**src/rtl/matrix_pkg.sv**
```systemverilog
// Shared definitions for the matrix multiply-accumulate core.
// Holds the controller state encoding and the default element width / matrix size.
package matrix_pkg;

    localparam int unsigned DEFAULT_DATA_W  = 8;
    localparam int unsigned DEFAULT_MAX_DIM = 4;

    typedef enum logic [2:0] {
        StIdle,
        StLoadA,
        StLoadB,
        StMac,
        StOut
    } state_e;

endpackage

```
**src/rtl/matrix_mac_pe.sv**
```systemverilog
// Signed multiply-accumulate processing element.
// Ports:
//   clk, rst      clock, asynchronous active-low reset
//   clear         start a new sum with this cycle's product (only when en)
//   en            accumulate op_a*op_b this cycle
//   op_a, op_b    signed DATA_W operands
//   acc           signed ACC_W running sum
module matrix_mac_pe
    import matrix_pkg::*;
#(
    parameter int unsigned DATA_W = DEFAULT_DATA_W,
    parameter int unsigned ACC_W  = 2 * DATA_W + $clog2(DEFAULT_MAX_DIM)
) (
    input  logic                     clk,
    input  logic                     rst,
    input  logic                     clear,
    input  logic                     en,
    input  logic signed [DATA_W-1:0] op_a,
    input  logic signed [DATA_W-1:0] op_b,
    output logic signed [ACC_W-1:0]  acc
);

    logic signed [2*DATA_W-1:0] prod;
    logic signed [ACC_W-1:0]    prod_ext;
    logic signed [ACC_W-1:0]    acc_q;

    assign prod     = op_a * op_b;
    assign prod_ext = ACC_W'(prod);  // sign-extending size cast

    // Clear folds into the first product so no idle cycle is spent per element.
    always_ff @(posedge clk or negedge rst) begin
        if (!rst) begin
            acc_q <= '0;
        end else if (en) begin
            acc_q <= (clear ? '0 : acc_q) + prod_ext;
        end
    end

    assign acc = acc_q;

endmodule

```
**src/rtl/matrix_mac_core.sv**
```systemverilog
// Matrix multiply core: loads A (a_rows x a_cols) then B (b_rows x b_cols) row-major over a
// valid/ready stream, computes C = A x B one element at a time and streams C out row-major.
// Ports:
//   clk, rst                        clock, asynchronous active-low reset
//   start, a_rows..b_cols           job request and dimensions (sampled in idle only)
//   in_valid, in_ready, in_data     element input stream
//   out_valid, out_ready, out_data  result stream, with out_row_end / out_last markers
//   illegal, done                   one-cycle pulses: job rejected / job complete
//   busy                            controller not idle
module matrix_mac_core
    import matrix_pkg::*;
#(
    parameter int unsigned DATA_W  = DEFAULT_DATA_W,
    parameter int unsigned MAX_DIM = DEFAULT_MAX_DIM,
    parameter int unsigned ACC_W   = 2 * DATA_W + $clog2(MAX_DIM),
    parameter int unsigned DIM_W   = $clog2(MAX_DIM + 1)
) (
    input  logic              clk,
    input  logic              rst,
    input  logic              start,
    input  logic [DIM_W-1:0]  a_rows,
    input  logic [DIM_W-1:0]  a_cols,
    input  logic [DIM_W-1:0]  b_rows,
    input  logic [DIM_W-1:0]  b_cols,
    input  logic              in_valid,
    output logic              in_ready,
    input  logic [DATA_W-1:0] in_data,
    output logic              out_valid,
    input  logic              out_ready,
    output logic [ACC_W-1:0]  out_data,
    output logic              out_row_end,
    output logic              out_last,
    output logic              illegal,
    output logic              busy,
    output logic              done
);

    localparam int unsigned DEPTH = MAX_DIM * MAX_DIM;
    localparam int unsigned IDX_W = (DEPTH > 1) ? $clog2(DEPTH) : 1;

    state_e             state_q, state_d;
    logic [DIM_W-1:0]   row_q, row_d, col_q, col_d, k_q, k_d;
    logic [DIM_W-1:0]   a_rows_q, a_cols_q, b_rows_q, b_cols_q;
    logic [DIM_W-1:0]   ld_rows, ld_cols;
    logic               illegal_q, illegal_d, done_q, done_d;
    logic               dims_legal, wr_a, wr_b, pe_clear, pe_en;
    logic [IDX_W-1:0]   wr_idx, a_rd_idx, b_rd_idx;
    logic signed [ACC_W-1:0]  acc;
    logic signed [DATA_W-1:0] a_mem [DEPTH];
    logic signed [DATA_W-1:0] b_mem [DEPTH];

    assign dims_legal = (a_rows != '0) && (a_rows <= DIM_W'(MAX_DIM)) &&
                        (a_cols != '0) && (a_cols <= DIM_W'(MAX_DIM)) &&
                        (b_rows != '0) && (b_rows <= DIM_W'(MAX_DIM)) &&
                        (b_cols != '0) && (b_cols <= DIM_W'(MAX_DIM)) &&
                        (a_cols == b_rows);

    // Storage is laid out with a fixed MAX_DIM row pitch regardless of job size.
    assign wr_idx   = IDX_W'(row_q * MAX_DIM + col_q);
    assign a_rd_idx = IDX_W'(row_q * MAX_DIM + k_q);
    assign b_rd_idx = IDX_W'(k_q * MAX_DIM + col_q);

    assign ld_rows = (state_q == StLoadA) ? a_rows_q : b_rows_q;
    assign ld_cols = (state_q == StLoadA) ? a_cols_q : b_cols_q;

    always_comb begin
        state_d   = state_q;
        row_d     = row_q;
        col_d     = col_q;
        k_d       = k_q;
        illegal_d = 1'b0;
        done_d    = 1'b0;
        wr_a      = 1'b0;
        wr_b      = 1'b0;
        pe_clear  = 1'b0;
        pe_en     = 1'b0;
        unique case (state_q)
            StIdle: begin
                if (start) begin
                    if (dims_legal) begin
                        state_d = StLoadA;
                        row_d   = '0;
                        col_d   = '0;
                        k_d     = '0;
                    end else begin
                        illegal_d = 1'b1;
                    end
                end
            end
            StLoadA, StLoadB: begin
                if (in_valid) begin
                    wr_a = (state_q == StLoadA);
                    wr_b = (state_q == StLoadB);
                    if (col_q == ld_cols - DIM_W'(1)) begin
                        col_d = '0;
                        if (row_q == ld_rows - DIM_W'(1)) begin
                            row_d   = '0;
                            k_d     = '0;
                            state_d = (state_q == StLoadA) ? StLoadB : StMac;
                        end else begin
                            row_d = row_q + DIM_W'(1);
                        end
                    end else begin
                        col_d = col_q + DIM_W'(1);
                    end
                end
            end
            StMac: begin
                // row_q/col_q now address the C element being computed.
                pe_en    = 1'b1;
                pe_clear = (k_q == '0);
                if (k_q == a_cols_q - DIM_W'(1)) begin
                    k_d     = '0;
                    state_d = StOut;
                end else begin
                    k_d = k_q + DIM_W'(1);
                end
            end
            StOut: begin
                if (out_ready) begin
                    state_d = StMac;
                    if (col_q == b_cols_q - DIM_W'(1)) begin
                        col_d = '0;
                        if (row_q == a_rows_q - DIM_W'(1)) begin
                            row_d   = '0;
                            state_d = StIdle;
                            done_d  = 1'b1;
                        end else begin
                            row_d = row_q + DIM_W'(1);
                        end
                    end else begin
                        col_d = col_q + DIM_W'(1);
                    end
                end
            end
            default: state_d = StIdle;
        endcase
    end

    always_ff @(posedge clk or negedge rst) begin
        if (!rst) begin
            state_q   <= StIdle;
            row_q     <= '0;
            col_q     <= '0;
            k_q       <= '0;
            illegal_q <= 1'b0;
            done_q    <= 1'b0;
        end else begin
            state_q   <= state_d;
            row_q     <= row_d;
            col_q     <= col_d;
            k_q       <= k_d;
            illegal_q <= illegal_d;
            done_q    <= done_d;
        end
    end

    always_ff @(posedge clk or negedge rst) begin
        if (!rst) begin
            a_rows_q <= '0;
            a_cols_q <= '0;
            b_rows_q <= '0;
            b_cols_q <= '0;
        end else if (state_q == StIdle && start) begin
            a_rows_q <= a_rows;
            a_cols_q <= a_cols;
            b_rows_q <= b_rows;
            b_cols_q <= b_cols;
        end
    end

    always_ff @(posedge clk) begin
        if (wr_a) a_mem[wr_idx] <= in_data;
        if (wr_b) b_mem[wr_idx] <= in_data;
    end

    matrix_mac_pe #(
        .DATA_W (DATA_W),
        .ACC_W  (ACC_W)
    ) u_pe (
        .clk   (clk),
        .rst   (rst),
        .clear (pe_clear),
        .en    (pe_en),
        .op_a  (a_mem[a_rd_idx]),
        .op_b  (b_mem[b_rd_idx]),
        .acc   (acc)
    );

    assign in_ready    = (state_q == StLoadA) || (state_q == StLoadB);
    assign out_valid   = (state_q == StOut);
    assign out_data    = out_valid ? acc : '0;
    assign out_row_end = out_valid && (col_q == b_cols_q - DIM_W'(1));
    assign out_last    = out_row_end && (row_q == a_rows_q - DIM_W'(1));
    assign illegal     = illegal_q;
    assign busy        = (state_q != StIdle);
    assign done        = done_q;

endmodule

```
**config.mk**
```make
export PLATFORM = sky130hd
export DESIGN_NAME = matrix_mac_core
export DESIGN_NICKNAME = d
export VERILOG_FILES = /design/src/rtl/matrix_pkg.sv /design/src/rtl/matrix_mac_pe.sv /design/src/rtl/matrix_mac_core.sv
export SDC_FILE = /design/constraint.sdc
export NUM_CORES = 1
export LEC_CHECK = 0
export ABC_AREA = 1
export CAP_MARGIN = 10
export CELL_PAD_IN_SITES_DETAIL_PLACEMENT = 0
export CELL_PAD_IN_SITES_GLOBAL_PLACEMENT = 2
export CORE_ASPECT_RATIO = 1.4
export CORE_MARGIN = 4
export CORE_UTILIZATION = 35
export DETAILED_ROUTE_END_ITERATION = 16
export PLACE_DENSITY_LB_ADDON = 0.1
export SLEW_MARGIN = 10
export SYNTH_ARGS = -nofsm -noshare
export SYNTH_HDL_FRONTEND = slang
export SYNTH_SLANG_ARGS = --single-unit
export TNS_END_PERCENT = 20
```
**constraint.sdc**
```tcl
create_clock -name clk -period 8.6 [get_ports clk]
set_input_delay 1.72 -clock clk [delete_from_list [all_inputs] [get_ports clk]]
set_output_delay 1.72 -clock clk [all_outputs]
set_load 0.05 [all_outputs]
```
==> results of run 1 <==
worst max-delay path: cells and delay by family, from the launching register on:
kind / cells / cell delay, ps
AOI/OAI and AO/OA: 5 / 1190
adders and majority gates: 7 / 3340
buffers and inverters: 7 / 1030
xor gates and xnor gates: 1 / 160
DFF: 1 / 460
and+or+nand+nor: 14 / 1370
metrics by stage:
step / hold slack (ps) / cells / area [um^2] / util (%)
6_report: 481.2 / 2297 / 18380 / 40.52
5_1_grt: 503.6 / 2297 / 18380 / 40.52
4_1_cts: 486.0 / 2297 / 18380 / 40.52
3_5_place_dp: 470.7 / 2242 / 17480 / 38.55
3_3_place_gp: 467.8 / 2242 / 17480 / 38.55
2_1_floorplan: 447.9 / 1597 / 16160 / -
kinds of logic after synthesis:
| logic type | Yosys count |
|---|---|
| AOI/OAI and AO/OA | 319 |
| adders and majority gates | 116 |
| xor gates and xnor gates | 36 |
| DFF | 300 |
| muxes | 3 |
| and+or+nand+nor | 547 |
| buffers and inverters | 276 |
routing by layer:
layer | wire length [um] | share of wire (%) | vias to the layer above | global-route usage (%)
met2 | 24360 | 56 | 129 | 33.96
met5 | 0 | 0 | - | 0
met3 | 1016 | 2.3 | 51 | 1.755
li1 | - | - | 5538 | -
met1 | 17670 | 40 | 5466 | 20.29
met4 | 828 | 1.9 | 0 | 3.991
cell usage in the layout, fill, tap and decap left out, types with 3 or more instances in the layout:
cell,n
clkbuf_16,31
edfxtp_1,256
clkinvlp_4,4
nor2_2,4
clkinv_2,7
clkdlybuf4s50_1,46
o21ai_1,19
fa_1,56
nor3_1,18
o21ai_2,7
nand3_1,36
ha_1,60
buf_4,41
a21o_1,3
or2_2,5
inv_1,206
xnor2_1,16
clkbuf_1,8
nor2_1,239
a31oi_1,3
a21oi_1,31
o211ai_1,14
nand4_1,7
dfrtp_1,42
o221ai_1,26
clkinv_1,5
buf_2,3
o21ai_0,169
inv_2,11
nand3b_1,3
xor2_1,19
o22ai_1,42
mux2_2,3
nand2_1,223
layout make-up:
cell class | count | area (um^2) | area share (%)
clock buffer | 39 | 805.8 | 4.385
timing repair buffer | 91 | 803.3 | 4.371
sequential | 300 | 8791 | 47.84
multi-input combinational | 1021 | 6300 | 34.28
inverter | 219 | 824.5 | 4.487
clock inverter | 16 | 88.84 | 0.4834
tap | 611 | 764.5 | 4.160
how the worst min path moves through the flow:
stage | startpoint | end | slack, ps
after floorplan | b_rows_q[1] | b_rows_q[1] | 450
after global placement | u_pe.acc[3] | u_pe.acc[3] | 470
after detailed placement | u_pe.acc[10] | u_pe.acc[10] | 470
after CTS | u_pe.acc[10] | u_pe.acc[10] | 490
after global routing | u_pe.acc[9] | u_pe.acc[9] | 500
final | u_pe.acc[9] | u_pe.acc[9] | 480
==> reports/metrics.cfg, run 1 <==
[finish]
syn2layout_area_growth_pct=13.72
fraction_of_layout_instances_using_a_drive_strength_above_1_pct=7.829
fill_cell_instance_count_of_the_final_layout=4481
nets=1804
diodes=0

[timing]
worstMarginPinSlew_ps=988.2
fin_tns_setup_ps=0
fin_crit_ps=7688
rsz_0062_raised_after_global_routing=no
layout_setup_ws_ps=912.3
report.final.slew_viol_count=0
timing.max_slew.rel_slack_pct=33.87
period_share_pct=89.39
final_setup_viols=0
achievable-frequency_mhz=130.1
final-hold-violation-count=0
fin_clk_skew_ps=19.90

[drt]
vias=11184
drt_first_pass_iters=5
wl_per_cell_um=19.10
vias_per_cell=4.869
detailedRoute.firstIterationViolations=583
final_routed_wirelength_um=43880
detail-route-antenna-nets=0
drt_drc_violations_left=0

[worst_setup_path]
critical_path.startpoint_type=register
timing.rr.end=u_pe.acc[17]
crit_type=register to register
crit_path_end_kind=register
crit_path_end=u_pe.acc[17]
critical_path_required_ps=9050
worst_setup_path_startpoint=col_q[2]
r2r_setup_slack_ps=910
critical_path_arrival_ps=8140
crit_fanout=26
max_stage_delay_ps=640
rr_worst_depth=34
regToRegStartpoint=col_q[2]
cp_slowest_cell=fa_1
path_common_cell=nand2_1

[synthesis]
synth.cells.most_frequent=edfxtp_1 (256), nor2_1 (239), nand2_1 (223), inv_1 (208), o21ai_0 (169)
synth-compound-area-share_pct=11.37
synth_flop_cell=edfxtp_1
post-synth-top-count-cell=edfxtp_1
synth_top_cell_area_share_pct=47.57
post_synth_and_or_nand_nor_area_fraction_pct=13.83
synthXorXnorAreaFrac_pct=1.998
asyncSetResetFlopFracSynth_pct=14.67
synth.mux.area_fraction_pct=0.2090
combinational_family_with_the_most_area_after_synthesis=simple AND/OR/NAND/NOR gates
syn_area_mm2=0.01616
synth.largest_area_cell=edfxtp_1
synth_edf_count=256
yosys.area_share.adder_pct=11.58
synth.avg_cell_area_um2=10.12
synthesis.instances=1597
yosysSeqAreaShare_pct=54.38
synth_fp_nets=1738
synth.lib_cells_used.distinct=46
post_synth_main_area_contributors=edfxtp_1 (48%), fa_1 (6.9%), dfrtp_1 (6.8%)
synth_seq_cells=300
yosysWarnings=0

[clock_tree]
setup_repair_bufs_after_cts=0
cts.clk_slew.worst_paths_ps=60
clock_tree.buffer_depth=3
clkLatencyLatePin_ps=570
cts-hold-fix-buffers=0
clock_tree_from_tritoncts=done
cts_max_level=1
cts_resizes=0
cts-root-buf=clkbuf_16
tritoncts_num_sinks=300
tritoncts.num_buffers=30

[grt]
grt_util_all_layers_pct=17.41
antenna_found_initial=0
wire_length_of_the_first_global_routing_pass_um=67280
grt_start_max_net_pins=68
gr-total-overflow=0
grt_pass1_vias=11407

[place]
half_perimeter_wire_length_after_placement_um=31050
io_buffers=49
gp_congestion=0.7871
pre_cts_setup_slack_ps=813.4

[die]
top_level_ports=50
core_area_mm2=0.04535
rows=92
initial_core_util_pct=35.63
chipHeight_um=262.2
design.die.area_mm2=0.04972
floorplan.die.width_um=189.6

[run_status]
run_status=finished clean

[run]
drv.max_cap_violation_count=0

[hold_path]
worst_hold_path_class=register to register
min_path_cells=2

Power of run 1 is not shown: default switching activity piles up to over one toggle a cycle in this logic, so the estimate is an artifact.
==> inputs of run 2 (changes only) <==
Settings changed: CORE_ASPECT_RATIO 1.4 to unset, CORE_MARGIN 4 to unset.
==> run 2 against run 1 <==
Net effect:
- routed wire length fell by 3.0%
- sequential cell count did not move
- die area fell by 5.4%
- global-route usage rose by 1.4 points
- sequential share of layout area fell by 0.54 points
- register-to-register slack improved by 150 ps
- maximum frequency rose by 2.0%
- clock skew rose by 14 ps
- final area rose by 1.2%
- highest routed layer unchanged
==> reports/metrics.cfg, run 2 (same netlist as run 1, synthesis figures left out) <==
[timing]
timing.max_slew.rel_slack_pct=27.93  ; was 33.87%
fin_clk_skew_ps=33.57  ; was 19.90 ps
fin_tns_setup_ps=0  ; unchanged
period_share_pct=87.62  ; was 89.39%
final-hold-violation-count=0  ; unchanged
report.final.slew_viol_count=0  ; unchanged
achievable-frequency_mhz=132.7  ; was 130.1 MHz
worstMarginPinSlew_ps=1078  ; was 988.2 ps
fin_crit_ps=7535  ; was 7688 ps
rsz_0062_raised_after_global_routing=no  ; unchanged
final_setup_viols=0  ; unchanged

[hold_path]
timing.hold.worst.start=u_pe.acc[10]  ; was u_pe.acc[9]
min_path_cells=2  ; unchanged
min_delay_worst_endpoint=u_pe.acc[10]  ; was u_pe.acc[9]
worst_hold_path_class=register to register  ; unchanged

[drt]
drt_first_pass_iters=5  ; unchanged
final_routed_wirelength_um=42580  ; was 43880 um
detailedRoute.firstIterationViolations=666  ; was 583
vias=11146  ; was 11184
detail-route-antenna-nets=0  ; unchanged
drt_drc_violations_left=0  ; unchanged
wl_per_cell_um=18.66  ; was 19.10 um
vias_per_cell=4.884  ; was 4.869

[worst_setup_path]
crit_fanout=18  ; was 26
critical_path.n_buffers_inverters=8  ; was 7
critical_path_required_ps=9030  ; was 9050 ps
r2r_setup_slack_ps=1060  ; was 910 ps
critical_path.startpoint_type=register  ; unchanged
critical_path_s_top_delay_family=adder cells  ; unchanged
path_common_cell=inv_1  ; was nand2_1
rr_worst_depth=33  ; was 34
crit_path_end_kind=register  ; unchanged
critical_path_arrival_ps=7960  ; was 8140 ps
crit_type=register to register  ; unchanged
regToRegStartpoint=row_q[0]  ; was col_q[2]
max_stage_delay_ps=640  ; about the same
cp_slowest_cell=fa_1  ; unchanged
timing.rr.end=u_pe.acc[17]  ; unchanged

[finish]
fill_cell_instance_count_of_the_final_layout=4493  ; was 4481
commonest_non_fill_non_tap_cell_in_the_layout=edfxtp_1  ; unchanged
fraction_of_layout_instances_using_a_drive_strength_above_1_pct=7.848  ; was 7.829%
nets=1797  ; was 1804
layout.cells.most_common_list=edfxtp_1 (256), nor2_1 (239), nand2_1 (223), inv_1 (206), o21ai_0 (169)  ; unchanged
syn2layout_area_growth_pct=15.03  ; was 13.72%
diodes=0  ; unchanged

[place]
io_buffers=49  ; unchanged
gp_congestion=0.8008  ; was 0.7871
half_perimeter_wire_length_after_placement_um=29140  ; was 31050 um

[grt]
global_route.peak_usage_layer=met2  ; unchanged
wire_length_of_the_first_global_routing_pass_um=67520  ; was 67280 um
grt_util_all_layers_pct=18.79  ; was 17.41%
grt_start_max_net_pins=70  ; was 68
antenna_found_initial=0  ; unchanged
global_route.usage.met2_pct=32.12  ; was 33.96%
gr-total-overflow=0  ; unchanged
gr-usage-met3_pct=2.194  ; was 1.755%
grt_use_met1_pct=25.08  ; was 20.29%
grt_pass1_vias=11488  ; was 11407

[clock_tree]
cts_max_level=2  ; was 1
cts_resizes=0  ; unchanged
tritoncts_num_sinks=300  ; unchanged
cts.clk_slew.worst_paths_ps=60  ; about the same
clock_tree.buffer_depth=3  ; unchanged
setup_repair_bufs_after_cts=0  ; unchanged
cts-root-buf=clkbuf_16  ; unchanged
clkLatencyLatePin_ps=560  ; was 570 ps
cts-hold-fix-buffers=0  ; unchanged
tritoncts.num_buffers=36  ; was 30
clock_tree_from_tritoncts=done  ; unchanged

[die]
chipHeight_um=216.9  ; was 262.2 um
rows=78  ; was 92
initial_core_util_pct=35.53  ; was 35.63%
floorplan.die.width_um=216.9  ; was 189.6 um
design.die.area_mm2=0.04704  ; was 0.04972 mm^2
top_level_ports=50  ; unchanged
core_area_mm2=0.04548  ; was 0.04535 mm^2

[run]
drv.max_cap_violation_count=0  ; unchanged

[run_status]
run_status=finished clean  ; unchanged

## run 2: final cells by class
class	instances	area, um^2	area share, %
timing repair buffer	78	710.7	3.823
clock buffer	47	973.4	5.237
sequential	300	8791	47.29
clock inverter	17	188.9	1.016
tap	600	750.7	4.038
multi-input combinational	1021	6350	34.16
inverter	219	824.5	4.436
## run 2: layer usage
metal  routed length, um  vias to the layer above  share of wire [%]
li1                    -                     5513                  -
met1               19860                     5413                 47
met2               20500                      164                 48
met3                1267                       56                3.0
met4                 948                        0                2.2
met5                   0                        -                  0
## run 2: through the flow
stage | hold WS [ps] | cells | setup slack (ps) | cell area (um^2) | util, %
2_1_floorplan | 447.9 | 1597 | 2077 | 16160 | -
3_3_place_gp | 467.0 | 2218 | 969.2 | 17430 | 38.32
3_5_place_dp | 470.4 | 2218 | 960.9 | 17430 | 38.32
4_1_cts | 483.4 | 2282 | 950.8 | 18590 | 40.87
5_1_grt | 509.7 | 2282 | 352.6 | 18590 | 40.87
6_report | 478.8 | 2282 | 1065 | 18590 | 40.87
## run 2: how the worst max path moves through the flow
stage	to	start	slack, ps	depth (start not counted)
after floorplan	u_pe.acc[17]	col_q[2]	2080	36
after global placement	u_pe.acc[17]	row_q[0]	970	35
after detailed placement	u_pe.acc[17]	row_q[0]	960	33
after CTS	u_pe.acc[17]	row_q[0]	950	33
after global routing	u_pe.acc[17]	row_q[0]	350	36
final	u_pe.acc[17]	row_q[0]	1060	33
## run 2: worst reg2reg max path, delay by kind of cell, from the launching register on
family          cells  cell delay (ps)
compound gates      5             1070
fa+ha+maj           7             3270
xor+xnor            1              210
simple gates       12             1310
flops               1              480
buf+inv             8             1070
Power of run 2 is left out for the same reason.
